### config.mk
export PLATFORM = sky130hd
export DESIGN_NAME = req_ack_responder_flat
export DESIGN_NICKNAME = d
export VERILOG_FILES = /design/src/rtl/req_ack_if.sv /design/src/rtl/req_ack_responder.sv /design/src/flat_wrapper.sv
export SDC_FILE = /design/constraint.sdc
export NUM_CORES = 1
export LEC_CHECK = 0
export ABC_CLOCK_PERIOD_IN_PS = 2650
export CORE_MARGIN = 3
export CORE_UTILIZATION = 28
export DETAILED_ROUTE_END_ITERATION = 16
export GPL_ROUTABILITY_DRIVEN = 0
export GPL_TIMING_DRIVEN = 1
export PLACE_DENSITY = 0.53
export SLEW_MARGIN = 20
export SYNTH_ARGS = -nofsm -noshare
export SYNTH_HDL_FRONTEND = slang
export SYNTH_SLANG_ARGS = --single-unit
export TNS_END_PERCENT = 50
### constraint.sdc
create_clock -name clk -period 2.65 [get_ports clk]
set_input_delay 0.265 -clock clk [delete_from_list [all_inputs] [get_ports clk]]
set_output_delay 0.265 -clock clk [all_outputs]
set_load 0.01 [all_outputs]
### src/rtl/req_ack_if.sv
// req_ack_if: single-cycle request/acknowledge link between a requester and a responder.
//   req : request pulse, driven by the requester (master)
//   ack : acknowledge pulse, driven by the responder (slave)
interface req_ack_if;
    logic req;
    logic ack;

    modport master (output req, input ack);
    modport slave  (input req, output ack);
endinterface

### src/rtl/req_ack_responder.sv
// req_ack_responder: returns a single-cycle ack exactly LATENCY edges after each
// accepted req pulse, and keeps request/ack tallies and a busy indication.
// Optional minimum request spacing check, enabled by the macro REQ_ACK_GAP_CHECK_EN:
// requests closer than MIN_GAP edges to the previous accepted one are dropped
// and a sticky err flag is raised.
// Ports:
//   clk        : sole clock, rising edge
//   rst_n      : synchronous active-low reset
//   link       : req_ack_if.slave (req in, ack out; ack is registered)
//   busy       : high while any accepted request awaits its ack
//   reqs_seen  : count of edges with req=1 (accepted or dropped), wraps
//   acks_seen  : count of edges with ack=1, wraps
//   err        : sticky spacing-violation flag (0 when the check is compiled out)
module req_ack_responder #(
    parameter int unsigned LATENCY = 4,
    parameter int unsigned MIN_GAP = 8,
    parameter int unsigned CNT_W   = 32
) (
    input  logic             clk,
    input  logic             rst_n,
    req_ack_if.slave         link,
    output logic             busy,
    output logic [CNT_W-1:0] reqs_seen,
    output logic [CNT_W-1:0] acks_seen,
    output logic             err
);

    logic [LATENCY-1:0] pend_q, pend_d;
    logic               busy_q, busy_d;
    logic [CNT_W-1:0]   reqs_q, reqs_d;
    logic [CNT_W-1:0]   acks_q, acks_d;
    logic               req_acc;

`ifdef REQ_ACK_GAP_CHECK_EN
    localparam int unsigned GAP_W = $clog2(MIN_GAP + 1);

    logic [GAP_W-1:0] gap_q, gap_d;
    logic             err_q, err_d;

    // Spacing check: gap counts edges since the last accepted request, saturating at MIN_GAP.
    always_comb begin
        req_acc = 1'b0;
        gap_d   = gap_q;
        err_d   = err_q;
        if (link.req && (gap_q >= GAP_W'(MIN_GAP))) begin
            req_acc = 1'b1;
            gap_d   = GAP_W'(1);
        end else begin
            if (gap_q < GAP_W'(MIN_GAP)) begin
                gap_d = gap_q + GAP_W'(1);
            end
            // Dropped request does not reload gap.
            if (link.req) begin
                err_d = 1'b1;
            end
        end
    end

    // Reset to MIN_GAP so the first request is accepted immediately.
    always_ff @(posedge clk) begin
        if (!rst_n) begin
            gap_q <= GAP_W'(MIN_GAP);
            err_q <= 1'b0;
        end else begin
            gap_q <= gap_d;
            err_q <= err_d;
        end
    end

    assign err = err_q;
`else
    assign req_acc = link.req;
    assign err     = 1'b0;
`endif

    // Delay line, busy and tally next-state.
    always_comb begin
        pend_d    = '0;
        pend_d[0] = req_acc;
        for (int unsigned i = 1; i < LATENCY; i++) begin
            pend_d[i] = pend_q[i-1];
        end
        // Registered copy of the OR of the delay line as it will be after this edge.
        busy_d = |pend_d;
        reqs_d = reqs_q;
        acks_d = acks_q;
        if (link.req) begin
            reqs_d = reqs_q + CNT_W'(1);
        end
        if (pend_q[LATENCY-1]) begin
            acks_d = acks_q + CNT_W'(1);
        end
    end

    always_ff @(posedge clk) begin
        if (!rst_n) begin
            pend_q <= '0;
            busy_q <= 1'b0;
            reqs_q <= '0;
            acks_q <= '0;
        end else begin
            pend_q <= pend_d;
            busy_q <= busy_d;
            reqs_q <= reqs_d;
            acks_q <= acks_d;
        end
    end

    assign link.ack  = pend_q[LATENCY-1];
    assign busy      = busy_q;
    assign reqs_seen = reqs_q;
    assign acks_seen = acks_q;

endmodule
### src/flat_wrapper.sv
// flat-port wrapper written by rule: the top's interface ports become plain ports
module req_ack_responder_flat 
#(
    parameter int unsigned LATENCY = 4,
    parameter int unsigned MIN_GAP = 8,
    parameter int unsigned CNT_W   = 32
)
  (clk, rst_n, busy, reqs_seen, acks_seen, err, link_req, link_ack);
  req_ack_if link_i ();
  input  logic clk;
  input  logic rst_n;
  output logic busy;
  output logic [CNT_W-1:0] reqs_seen;
  output logic [CNT_W-1:0] acks_seen;
  output logic err;
  input wire logic [$bits(link_i.req)-1:0] link_req;
  output wire logic [$bits(link_i.ack)-1:0] link_ack;
  assign link_i.req = link_req;
  assign link_ack = link_i.ack;
  req_ack_responder #(.LATENCY(LATENCY), .MIN_GAP(MIN_GAP), .CNT_W(CNT_W)) u_core (.clk(clk), .rst_n(rst_n), .link(link_i), .busy(busy), .reqs_seen(reqs_seen), .acks_seen(acks_seen), .err(err));
endmodule
==> out/metrics.cfg, run 1 <==
[outcome]
run_status=complete, no violations

[cts]
cts_buffers=9
clock_sinks=69
cts.root.buffer_cell=clkbuf_16
post_cts_buffers=0
ctsHoldBuffers=0
insertion_delay_ns=0.33
path_clk_slew_ns=0.05
cts_tree=done
cts_max_level=3
ctsResizeCount=0
cts_buffer_depth=2

[synth]
synth-async-reset-ratio=0
seq_area_frac_synth=0.428
postSynthAreaPerCell_um2=8.60
synth_edf_count=0
yosys_warnings=0
synth_top_flop_cell=dfxtp_1
ys_ff_latch=69
syn_inst=375
synth_cell_types=36
netlist_area_um2=3230
syn_nets=380

[placement]
port_buffers=68
hpwlAfterDp_um=6030
post-place-ws_ns=0.405

[critical_path]
r2r_slack_ns=0.39
worst_ep_arrival_time_ns=2.52
setup.worst_path.start_class=register
cp.required_ns=2.91
r2r_cells=5
cp_max_fo=10
r2r-end=u_core.acks_seen[26]
cp-end-kind=register
crit_type=register to register
timing.rr.start=u_core.acks_seen[0]

[floorplanning]
rows=38
die_w_um=113
io_pins=70
start_util=0.293
coreArea_um2=11000
die_area_um2=12800
dieHeight_um=113

[timing]
finalSetupViolations=0
finClkSkew_ns=0.00750
worst_pin_slew_ns=0.703
finalWorstSetupSlack_ns=0.391
drv_slew=0
finalHoldViolCount=0
min_period_over_period=0.852
slew_headroom=0.527
setup_tns_ns=0
fmax_ghz=0.443
rsz0062_at_grt=no
holdWs_ns=0.455
min_period_ns=2.26

[pwr]
p_total_uw=2220
p_leak_uw=0.00134
powerDensity_nw_per_um2=511
vdd_drop_max_uv=341

[final_layout]
final_layout_size_suffix_gt1_frac=0.0764
area_delta_synth_final_pct=34.3
layout_common_cells=69 x dfxtp_1, 68 x clkdlybuf4s50_1, 31 x a21oi_1
mostFrequentLayoutCell=dfxtp_1
nets=445
final_util=0.393
diodes=0

[global_route]
grt_pass1_wl_um=14300
antenna_found_initial=0
track_usage=0.136
grt_overflow_total=0
grt_max_degree=27
first_global_vias=2852

[detailed_routing]
first_pass_iters=4
wl_per_cell_um=14.6
viasPerCell=5.28
antenna_left=0
drt_iter0_markers=107
route.detailed.drc=0
wl_um=8540
vias=3090

[min_path]
hold_start=u_core.pend_q[0]
hold_path_class=register to register
worstHoldEndpoint=u_core.pend_q[1]
whs_path_depth=1

[job]
maxCapViolations=0

==> per-stage QoR <==
step,area (um^2),cells
global route,4330,585
floorplan,3230,375
CTS,4330,585
finish,4330,585
global placement,4060,569
detailed placement,4060,569
==> worst max-delay path by stage <==
| stage | from | endpoint | slack [ns] |
|---|---|---|---|
| finish | u_core.acks_seen[0] | u_core.acks_seen[26] | 0.39 |
| global route | u_core.acks_seen[0] | u_core.acks_seen[24] | 0.22 |
| CTS | u_core.acks_seen[0] | u_core.acks_seen[26] | 0.40 |
| detailed placement | u_core.acks_seen[0] | u_core.acks_seen[26] | 0.41 |
| global placement | u_core.acks_seen[0] | u_core.acks_seen[26] | 0.46 |
| floorplan | u_core.acks_seen[0] | u_core.acks_seen[26] | 0.53 |
==> state kept, by name (all words and copies together) (netlist names) <==
register and cells:
u_core.reqs_seen 32, u_core.acks_seen 32, u_core.busy 1, u_core.pend_q 4
==> synth_stat cells (all sizes together), types with 3 or more instances <==
| library cell | count | share of area |
|---|---|---|
| a21oi | 31 | 0.048 |
| and2 | 5 | 0.0097 |
| and3 | 3 | 0.0058 |
| and4 | 6 | 0.017 |
| buf | 6 | 0.011 |
| clkbuf | 15 | 0.017 |
| dfxtp | 69 | 0.43 |
| inv | 9 | 0.010 |
| mux2i | 10 | 0.031 |
| nand2 | 29 | 0.034 |
| nand2b | 10 | 0.019 |
| nand3 | 18 | 0.029 |
| nand4 | 23 | 0.045 |
| nor2 | 24 | 0.028 |
| nor4 | 9 | 0.017 |
| o21ai | 14 | 0.022 |
| o311ai | 3 | 0.0081 |
| o31ai | 14 | 0.033 |
| o41ai | 6 | 0.016 |
| or2 | 3 | 0.0058 |
| or3 | 16 | 0.032 |
| or4 | 22 | 0.052 |
| or4b | 3 | 0.0093 |
| xnor2 | 9 | 0.024 |
| xor2 | 11 | 0.030 |
==> kinds of logic (layout without fill, tap and decap cells) <==
group | count (synthesis) | count (layout) | share of synthesized area
AOI/OAI and AO/OA | 68 | 68 | 0.127
adders and majority gates | 2 | 2 | 0.00775
other | 1 | 1 | 0.00116
buffers and inverters | 30 | 100 | 0.0388
and+or+nand+nor | 175 | 175 | 0.312
DFF | 69 | 69 | 0.428
muxes | 10 | 10 | 0.0310
xor gates and xnor gates | 20 | 20 | 0.0543
==> layout make-up <==
class                      instances  area [um^2]
multi-input combinational        276         1720
sequential                        69         1380
clock inverter                     5         25.0
clock buffer                      11          253
tap                              140          175
inverter                           9         33.8
fill                            1149         6700
timing repair buffer              75          746
==> per-layer routing <==
layer | up-vias | track usage | share of wire
li1 | 1522 | - | -
met1 | 1473 | 0.179 | 0.47
met2 | 77 | 0.211 | 0.46
met3 | 18 | 0.0396 | 0.051
met4 | 0 | 0.0545 | 0.020
met5 | - | 0 | 0
==> report_power, final <==
group | total, uW | internal [uW] | switching [uW]
registers | 1050 | 1040 | 7.85
logic | 61.1 | 26.0 | 35.0
clock network | 1100 | 675 | 428
total | 2220 | 1750 | 470
==> critical path, cell delays in order, from the launching register on <==
cell     delay (ns)
dfxtp_1        0.40
ha_1           0.21
nand3_1        0.18
or4_1          0.71
or4_1          0.55
a21oi_1        0.14
Note: power is estimated with default switching activity, not from simulation.
==> run 2, diff against run 1 <==
--- a/config.mk
+++ b/config.mk
@@ -7,11 +7,11 @@
 export LEC_CHECK = 0
 export ABC_CLOCK_PERIOD_IN_PS = 2650
 export CORE_MARGIN = 3
-export CORE_UTILIZATION = 28
+export CORE_UTILIZATION = 51
 export DETAILED_ROUTE_END_ITERATION = 16
-export GPL_ROUTABILITY_DRIVEN = 0
-export GPL_TIMING_DRIVEN = 1
-export PLACE_DENSITY = 0.53
+export GPL_ROUTABILITY_DRIVEN = 1
+export GPL_TIMING_DRIVEN = 0
+export PLACE_DENSITY = 0.84
 export SLEW_MARGIN = 20
 export SYNTH_ARGS = -nofsm -noshare
 export SYNTH_HDL_FRONTEND = slang
==> run 2 against run 1 <==
  * Critical path depth grew 1
  * Combinational power fell by 0.7%
  * Highest routed layer unchanged
  * Cell area decreased by 2.6%
  * Largest power group is now sequential cells
  * Worst hold slack lost 0.18 ns
  * Register-to-register slack lost 0.12 ns
  * First-iteration DRC count grew 130%
  * Setup slack worse by 0.12 ns
==> out/metrics.cfg, run 2 (synthesis results as in run 1) <==
[pwr]
p_int_uw=1690  ; was 1750 uW
vdd_drop_max_uv=303  ; was 341 uV
powerDensity_nw_per_um2=506  ; was 511 nW/um^2
share_comb_of_total_power=0.028  ; about the same
p_leak_uw=0.00130  ; was 0.00134 uW
pwr-share-clk=0.479  ; was 0.497
power_switching_uw=444  ; was 470 uW
seqPwrFrac=0.492  ; was 0.475
swShare=0.208  ; was 0.212

[critical_path]
cp-end-kind=register  ; unchanged
cp_slowest_stage_delay_ns=0.57  ; was 0.71 ns
setup.worst_path.start_class=register  ; unchanged
crit_chain=ha_1 > nand3_1 > or4_1 > buf_2 > or4_1 > a21oi_1  ; was ha_1 > nand3_1 > or4_1 > or4_1 > a21oi_1
r2r_slack_ns=0.27  ; was 0.39 ns
path_delay_family=simple AND/OR/NAND/NOR gates  ; unchanged
startpoint=u_core.acks_seen[0]  ; unchanged
crit_buf_inv=1  ; was 0
cp.required_ns=2.91  ; about the same
cp_max_fo=10  ; unchanged
r2r_cells=6  ; was 5
worst_ep_arrival_time_ns=2.63  ; was 2.52 ns
slowest_stage=or4_1  ; unchanged
crit_top_cell=or4_1  ; unchanged
r2r-end=u_core.acks_seen[24]  ; was u_core.acks_seen[26]
crit_type=register to register  ; unchanged
timing.rr.start=u_core.acks_seen[0]  ; unchanged

[min_path]
worstHoldEndpoint=u_core.pend_q[0]  ; was u_core.pend_q[1]
hold_start=link_req  ; was u_core.pend_q[0]
whs_path_depth=2  ; was 1
hold_path_class=input port to register  ; was register to register

[detailed_routing]
antenna_left=0  ; unchanged
route.detailed.drc=0  ; unchanged
drt_iter0_markers=250  ; was 107
viasPerCell=6.10  ; was 5.28
first_pass_iters=5  ; was 4
vias=3247  ; was 3,090
wl_um=8500  ; was 8540 um
wl_per_cell_um=16.0  ; was 14.6 um

[global_route]
grt_pass1_wl_um=14200  ; was 14,300 um
grt_overflow_total=0  ; unchanged
antenna_found_initial=0  ; unchanged
grt_max_degree=13  ; was 27
track_usage=0.238  ; was 0.136
first_global_vias=3073  ; was 2,852

[floorplanning]
start_util=0.536  ; was 0.293
die_area_um2=7320  ; was 12,800 um^2
coreArea_um2=6030  ; was 11,000 um^2
io_pins=70  ; unchanged
rows=28  ; was 38
die_w_um=85.5  ; was 113 um
dieHeight_um=85.5  ; was 113 um

[final_layout]
layout_common_cells=69 x dfxtp_1, 66 x clkdlybuf4s50_1, 31 x a21oi_1  ; was 69 x dfxtp_1, 68 x clkdlybuf4s50_1, 31 x a21oi_1
finalInstanceArea_um2=4220  ; was 4330 um^2
area_delta_synth_final_pct=30.8  ; was 34.3%
diodes=0  ; unchanged
fill_cells=487  ; was 1,149
fin_cells=532  ; was 585
nets=457  ; was 445
final_layout_size_suffix_gt1_frac=0.0700  ; was 0.0764
final_util=0.700  ; was 0.393
seq_area_um2=1380  ; unchanged
multiInputGateArea_um2=1720  ; unchanged
mostFrequentLayoutCell=dfxtp_1  ; unchanged

[timing]
min_period_over_period=0.898  ; was 0.852
drv_slew=0  ; unchanged
finalHoldViolCount=0  ; unchanged
rsz0062_at_grt=no  ; unchanged
slew_headroom=0.523  ; was 0.527
finalWorstSetupSlack_ns=0.271  ; was 0.391 ns
min_period_ns=2.38  ; was 2.26 ns
finClkSkew_ns=0.0101  ; was 0.00750 ns
worst_pin_slew_ns=0.709  ; was 0.703 ns
finalSetupViolations=0  ; unchanged
setup_tns_ns=0  ; unchanged
fmax_ghz=0.420  ; was 0.443 GHz

[cts]
ctsResizeCount=0  ; unchanged
insertion_delay_ns=0.34  ; was 0.33 ns
post_cts_buffers=0  ; unchanged
cts_buffer_depth=2  ; unchanged
cts.root.buffer_cell=clkbuf_8  ; was clkbuf_16
cts_tree=done  ; unchanged
path_clk_slew_ns=0.07  ; was 0.05 ns
cts_buffers=9  ; unchanged
clock_sinks=69  ; unchanged
cts_max_level=3  ; unchanged
ctsHoldBuffers=0  ; unchanged

[placement]
postPlaceCellArea_um2=3980  ; was 4060 um^2
port_buffers=66  ; was 68
hpwlAfterDp_um=5900  ; was 6030 um
dp_cells=516  ; was 569
post-place-ws_ns=0.340  ; was 0.405 ns
place_congestion=0.843

[outcome]
run_status=complete, no violations  ; unchanged

[job]
maxCapViolations=0  ; unchanged

[run 2: worst max-delay path by stage]
stage	end	slack (ns)	depth (start not counted)
2_1_floorplan	u_core.acks_seen[26]	0.53	6
3_3_place_gp	u_core.acks_seen[26]	0.41	6
3_5_place_dp	u_core.acks_seen[24]	0.34	6
4_1_cts	u_core.acks_seen[24]	0.28	6
5_1_grt	u_core.acks_seen[24]	0.18	6
6_report	u_core.acks_seen[24]	0.27	6
[run 2: area by class of cell]
| type | count | share of cell area |
|---|---|---|
| well taps | 75 | 0.0222 |
| clock buffers | 10 | 0.0302 |
| plain buffers | 21 | 0.0216 |
| multi-input cells | 276 | 0.408 |
| flip-flops and latches | 69 | 0.327 |
| repair buffers | 66 | 0.157 |
| inverters | 9 | 0.00800 |
| clock inverters | 6 | 0.0264 |
[run 2: metrics by stage]
stage	hold slack, ns	total power, uW
floorplan	0.431	1110
global placement	0.440	1130
detailed placement	0.449	1130
CTS	0.264	2150
global route	0.269	2200
finish	0.275	2130
[run 2: layer usage]
metal  global-route usage  vias up  part of all wire
li1                     -     1554                 -
met1                0.310     1540              0.44
met2                0.379      132              0.48
met3               0.0471       21             0.060
met4                0.112        0             0.024
met5                    0        -                 0
[run 2: power groups by stage]
| stage | registers, uW | logic (uW) | clock network, uW |
|---|---|---|---|
| 2_1_floorplan | 1070 | 33.9 | 0 |
| 3_3_place_gp | 1070 | 56.4 | 0 |
| 3_5_place_dp | 1070 | 58.9 | 0 |
| 4_1_cts | 1050 | 60.2 | 1040 |
| 5_1_grt | 1050 | 66.9 | 1090 |
| 6_report | 1050 | 60.7 | 1020 |
